$ cat config.mk
export PLATFORM = sky130hd
export DESIGN_NAME = program_counter_ras_flat
export DESIGN_NICKNAME = d
export VERILOG_FILES = /design/src/rtl/program_counter_ras_if.sv /design/src/rtl/program_counter_ras.sv /design/src/flat_wrapper.sv
export SDC_FILE = /design/constraint.sdc
export NUM_CORES = 1
export LEC_CHECK = 0
export ABC_CLOCK_PERIOD_IN_PS = 5100
export CAP_MARGIN = 20
export CORE_MARGIN = 4
export CORE_UTILIZATION = 61
export DETAILED_ROUTE_END_ITERATION = 7
export HOLD_SLACK_MARGIN = 0.08
export PLACE_DENSITY_LB_ADDON = 0.12
export SYNTH_ARGS = -nofsm -noshare
export SYNTH_HDL_FRONTEND = slang
export SYNTH_SLANG_ARGS = --single-unit
$ cat constraint.sdc
create_clock -name clk -period 5.1 [get_ports clk]
set_clock_uncertainty 0.15 [all_clocks]
set_input_delay 1.275 -clock clk [delete_from_list [all_inputs] [get_ports clk]]
set_output_delay 1.275 -clock clk [all_outputs]
set_load 0.02 [all_outputs]
$ cat src/rtl/program_counter_ras_if.sv
// rtl/program_counter_ras_if.sv - fetch PC control/status bundle
// The master drives the redirect/call/return controls and the slave (the PC) returns fetch address and RAS status.
interface program_counter_ras_if #(
  parameter int WIDTH     = 32,
  parameter int RAS_DEPTH = 4
);
  localparam int CW = $clog2(RAS_DEPTH + 1);

  logic             stall;
  logic             pc_ctrl;
  logic [WIDTH-1:0] pc_in;
  logic             call;
  logic             ret;
  logic [WIDTH-1:0] pc_out;
  logic [CW-1:0]    ras_count;
  logic             ras_full;
  logic             ras_empty;
  logic             ret_underflow;

  modport master (
    output stall, pc_ctrl, pc_in, call, ret,
    input  pc_out, ras_count, ras_full, ras_empty, ret_underflow
  );

  modport slave (
    input  stall, pc_ctrl, pc_in, call, ret,
    output pc_out, ras_count, ras_full, ras_empty, ret_underflow
  );
endinterface

$ cat src/rtl/program_counter_ras.sv
// rtl/program_counter_ras.sv - fetch program counter with circular return-address stack
// Priority per edge: reset > stall > ret > call > pc_ctrl > increment; all outputs registered.
module program_counter_ras #(
  parameter int               WIDTH     = 32,
  parameter logic [WIDTH-1:0] RESET_VEC = '0,
  parameter logic [WIDTH-1:0] INC       = WIDTH'(4),
  parameter int               RAS_DEPTH = 4
) (
  input logic                  clk,
  input logic                  rst_n,
  program_counter_ras_if.slave bus
);
  localparam int            PW       = $clog2(RAS_DEPTH);
  localparam int            CW       = $clog2(RAS_DEPTH + 1);
  localparam logic [CW-1:0] FULL_CNT = CW'(RAS_DEPTH);

  logic [WIDTH-1:0] pc_q, pc_d;
  logic [PW-1:0]    top_q, top_d;
  logic [CW-1:0]    count_q, count_d;
  logic             underflow_q, underflow_d;
  logic [WIDTH-1:0] ras_q [RAS_DEPTH];
  logic [WIDTH-1:0] ras_d [RAS_DEPTH];

  logic [WIDTH-1:0] seq_pc;
  logic [PW-1:0]    push_ptr;

  always_comb begin
    pc_d        = pc_q;
    top_d       = top_q;
    count_d     = count_q;
    underflow_d = 1'b0;
    ras_d       = ras_q;
    seq_pc      = pc_q + INC;
    push_ptr    = top_q + 1'b1;
    if (!bus.stall) begin
      if (bus.ret) begin
        if (count_q != '0) begin
          pc_d    = ras_q[top_q];
          top_d   = top_q - 1'b1;
          count_d = count_q - 1'b1;
        end else begin
          pc_d        = seq_pc;
          underflow_d = 1'b1;
        end
      end else if (bus.call) begin
        // A full stack keeps its count; the pointer wrap overwrites the oldest entry.
        ras_d[push_ptr] = seq_pc;
        top_d           = push_ptr;
        pc_d            = bus.pc_in;
        if (count_q != FULL_CNT) begin
          count_d = count_q + 1'b1;
        end
      end else if (bus.pc_ctrl) begin
        pc_d = bus.pc_in;
      end else begin
        pc_d = seq_pc;
      end
    end
  end

  always_ff @(posedge clk) begin
    if (!rst_n) begin
      pc_q        <= RESET_VEC;
      top_q       <= '0;
      count_q     <= '0;
      underflow_q <= 1'b0;
    end else begin
      pc_q        <= pc_d;
      top_q       <= top_d;
      count_q     <= count_d;
      underflow_q <= underflow_d;
    end
  end

  // Stack storage is not reset; the count alone defines which entries are live.
  always_ff @(posedge clk) begin
    ras_q <= ras_d;
  end

  assign bus.pc_out        = pc_q;
  assign bus.ras_count     = count_q;
  assign bus.ras_full      = (count_q == FULL_CNT);
  assign bus.ras_empty     = (count_q == '0);
  assign bus.ret_underflow = underflow_q;
endmodule

$ cat src/flat_wrapper.sv
// flat-port wrapper written by rule: the top's interface ports become plain ports
module program_counter_ras_flat 
#(
  parameter int               WIDTH     = 32,
  parameter logic [WIDTH-1:0] RESET_VEC = '0,
  parameter logic [WIDTH-1:0] INC       = WIDTH'(4),
  parameter int               RAS_DEPTH = 4
)
  (clk, rst_n, bus_stall, bus_pc_ctrl, bus_pc_in, bus_call, bus_ret, bus_pc_out, bus_ras_count, bus_ras_full, bus_ras_empty, bus_ret_underflow);
  program_counter_ras_if #(.WIDTH(WIDTH), .RAS_DEPTH(RAS_DEPTH)) bus_i ();
  input logic clk;
  input logic rst_n;
  input wire logic [$bits(bus_i.stall)-1:0] bus_stall;
  input wire logic [$bits(bus_i.pc_ctrl)-1:0] bus_pc_ctrl;
  input wire logic [$bits(bus_i.pc_in)-1:0] bus_pc_in;
  input wire logic [$bits(bus_i.call)-1:0] bus_call;
  input wire logic [$bits(bus_i.ret)-1:0] bus_ret;
  output wire logic [$bits(bus_i.pc_out)-1:0] bus_pc_out;
  output wire logic [$bits(bus_i.ras_count)-1:0] bus_ras_count;
  output wire logic [$bits(bus_i.ras_full)-1:0] bus_ras_full;
  output wire logic [$bits(bus_i.ras_empty)-1:0] bus_ras_empty;
  output wire logic [$bits(bus_i.ret_underflow)-1:0] bus_ret_underflow;
  assign bus_i.stall = bus_stall;
  assign bus_i.pc_ctrl = bus_pc_ctrl;
  assign bus_i.pc_in = bus_pc_in;
  assign bus_i.call = bus_call;
  assign bus_i.ret = bus_ret;
  assign bus_pc_out = bus_i.pc_out;
  assign bus_ras_count = bus_i.ras_count;
  assign bus_ras_full = bus_i.ras_full;
  assign bus_ras_empty = bus_i.ras_empty;
  assign bus_ret_underflow = bus_i.ret_underflow;
  program_counter_ras #(.WIDTH(WIDTH), .RESET_VEC(RESET_VEC), .INC(INC), .RAS_DEPTH(RAS_DEPTH)) u_core (.clk(clk), .rst_n(rst_n), .bus(bus_i));
endmodule
==> impl_results.md <==
- Simple-gate share of the synthesized area: 10.0%
- Relative slew slack: 38.8%
- Status: finished clean
- DP Cell Count: 781
- FP Rows: 40
- Ports: 76
- TNS Setup: 0 ns
- Die Area: 14,300 um2
- Most area-consuming cells after synthesis: edfxtp_1 51%, dfxtp_1 10%, mux4_2 9.5%
- R2R Setup Slk: 2.28 ns
- Final worst path period share: 78.8%
- Root Driver: clkbuf_16
- DR vias: 5,396
- Skew-Pair Late Insertion Delay: 0.42 ns
- Post-Syn Area per Cell: 13.7 um2
- Final setup viols: 0
- Async set-reset flop share out of synthesis: 0%
- Core Util, Final: 75.1%
- VDD IR-drop max: 0.257 mV
- Hold Path Class: register to register
- Final Hold Vio Count: 0
- Post-DP HPWL: 12.8 mm
- Layout area overhead: 19.7%
- Die width: 120 um
- Worst endpoint data arrival time: 2.59 ns
- Crit Path Max Fanout: 13
- Dpl ws: 1.25 ns
- Post-Syn Instances: 556
- Pwr Density: 362 nW/um2
- CP Capture Point: bus_ras_empty
- Post-CTS Setup Inserts: 0
- Proportion of synthesized area in mux cells: 10.6%
- CP Launch Type: register
- R2r startpoint: u_core.bus.pc_out[2]$_SDFFE_PN0N_
- Final WS setup: 1.08 ns
- Beginning of the critical path: u_core.bus.ras_count[0]$_SDFFE_PN0P_
- H-tree levels: 4
- First DRT Iteration DRCs: 721
- Yosys top cell by area: edfxtp_1
- Worst-path clk slew: 0.06 ns
- Count leader, synth: edfxtp_1
- List of most frequent post-synthesis cells: 128 x edfxtp_1, 38 x dfxtp_1, 34 x nand2_1
- Global Route Usage Sum: 27.8%
- Sequential fraction of the synthesis area: 60.6%
- Post_cts resized: 0
- Data required time of the worst path: 3.67 ns
- Yosys warnings: 0
- 1st-pass router iterations: 6
- EDFF count, synth: 128
- Overall power: 3.29 mW
- Sink Count: 166
- Max-cap violations: 0
- Leak: 3.02 nW
- DR vias/cell: 6.64
- Syn Std Cell Area: 7590 um2
- Worst slew pin tran: 0.919 ns
- Synth cell types: 72
- Nets@finish: 676
- Largest family of logic cells by synthesized area: compound AO/OA/AOI/OAI gates
- Adder-cell area share of the yosys netlist: 1.09%
- Synthesized Nets: 600
- Cells on worst reg2reg path: 5
- Worst setup path class: register to output port
- GRT overflow: 0
- First-pass GRT wire length: 30.1 mm
- Vias in the first global route: 5,285
- Core area: 12,100 um2
- Die span in y: 120 um
- Cts bufs inserted: 17
- Non-Filler Instances: 813
- DRT antenna net count: 0
- Routability cong.: 0.924
- Post-Synth XOR/XNOR Area: 3.23%
- Complex-gate fraction of the synthesized area: 11.4%
- Starting Density: 62.7%
- Post-synth top area share: 50.6%
- Clock buffer depth: 2
- Port-buffer cells: 75
- DR WL/cell: 23.8 um
- Post-synthesis sequential element count: 166
- Slew Limit Fails: 0
- CTS tree: done
- Critical path capture point type: output port
- Unrepaired setup endpoints after global routing: false
- R2r endpoint: u_core.ras_q[118]$_DFFE_PP_
- Prevailing post-synth register cell: edfxtp_1
- Max Clk Rate: 249 MHz
- Share of cells above drive strength 1: 14.7%
- Antenna violations before repair: 0
- Largest net degree at the start of global routing: 34
- Final min period: 4.02 ns
- DRC Markers: 0
- Final wirelength: 19.3 mm
- Cts hold-fix bufs: 0
- Antenna fix cells: 0
worst min path at each step:
stage                                       from  depth (start not counted)  slack [ns]                    endpoint
2_1_floorplan  u_core.bus.pc_out[0]$_SDFFE_PN0P_                          0        0.33   u_core.ras_q[0]$_DFFE_PP_
3_3_place_gp   u_core.bus.pc_out[1]$_SDFFE_PN0P_                          0        0.37  u_core.ras_q[97]$_DFFE_PP_
3_5_place_dp   u_core.bus.pc_out[0]$_SDFFE_PN0P_                          0        0.40  u_core.ras_q[96]$_DFFE_PP_
4_1_cts        u_core.bus.pc_out[0]$_SDFFE_PN0P_                          0        0.41  u_core.ras_q[96]$_DFFE_PP_
5_1_grt        u_core.bus.pc_out[0]$_SDFFE_PN0P_                          0        0.43  u_core.ras_q[96]$_DFFE_PP_
6_report       u_core.bus.pc_out[0]$_SDFFE_PN0P_                          0        0.41  u_core.ras_q[32]$_DFFE_PP_
final cells by class:
| class | instances | area, um2 |
|---|---|---|
| clock buffers | 24 | 482 |
| clock inverters | 8 | 97.6 |
| fillers | 800 | 3020 |
| inverters | 20 | 75.1 |
| multi-input cells | 338 | 2760 |
| flip-flops and latches | 166 | 4610 |
| well taps | 168 | 210 |
| repair buffers | 89 | 868 |
layer usage:
layer	vias up	global-route usage (%)	routed length, um
met5	-	0	0
met4	0	9.45	526
met3	48	5.66	1880
met2	356	44.4	9170
met1	2638	38.6	7740
li1	2354	-	-
registers in the layout, summed over array words and instances (netlist names):
signal,flops
u_core.ras_q,128
u_core.bus.pc_out,32
u_core.bus.ras_count,3
u_core.top_q,2
u_core.bus.ret_underflow,1
kinds of logic after synthesis:
logic type | count (synthesis)
AND/OR/NAND/NOR | 141
adder cells (fa/ha/maj) | 6
buffers and inverters | 52
XOR/XNOR | 28
flip-flops | 166
multiplexers | 40
AO/OA/AOI/OAI | 123
through the flow:
step | cell area [um2] | hold slack, ns
6_report | 9090 | 0.409
3_3_place_gp | 8510 | 0.375
5_1_grt | 9090 | 0.429
4_1_cts | 9090 | 0.412
2_1_floorplan | 7590 | 0.334
3_5_place_dp | 8510 | 0.398
placed cells by master (no fill, tap or decap), types with 11 or more instances in the layout:
cell,n
a21oi_1,20
buf_4,13
clkbuf_16,17
clkdlybuf4s50_1,75
dfxtp_1,37
edfxtp_1,128
inv_1,19
mux4_2,32
nand2_1,34
nand3_1,18
nor2_1,23
nor3_1,12
o21ai_0,29
xnor2_1,17
xor2_1,11
critical path, cell delays in order, from the launching register on:
cell and delay (ns):
dfxtp_1 0.35, or3_1 0.61, inv_1 0.50, clkdlybuf4s50_1 0.71
power breakdown:
part | switching (mW) | leakage (nW) | internal [mW]
combinational | 0.245 | 1.25 | 0.204
clock | 0.489 | 0.285 | 0.758
sequential | 0.0779 | 1.49 | 1.52
total | 0.813 | 3.02 | 2.48
No activity file was read; power rests on OpenSTA's default activity.
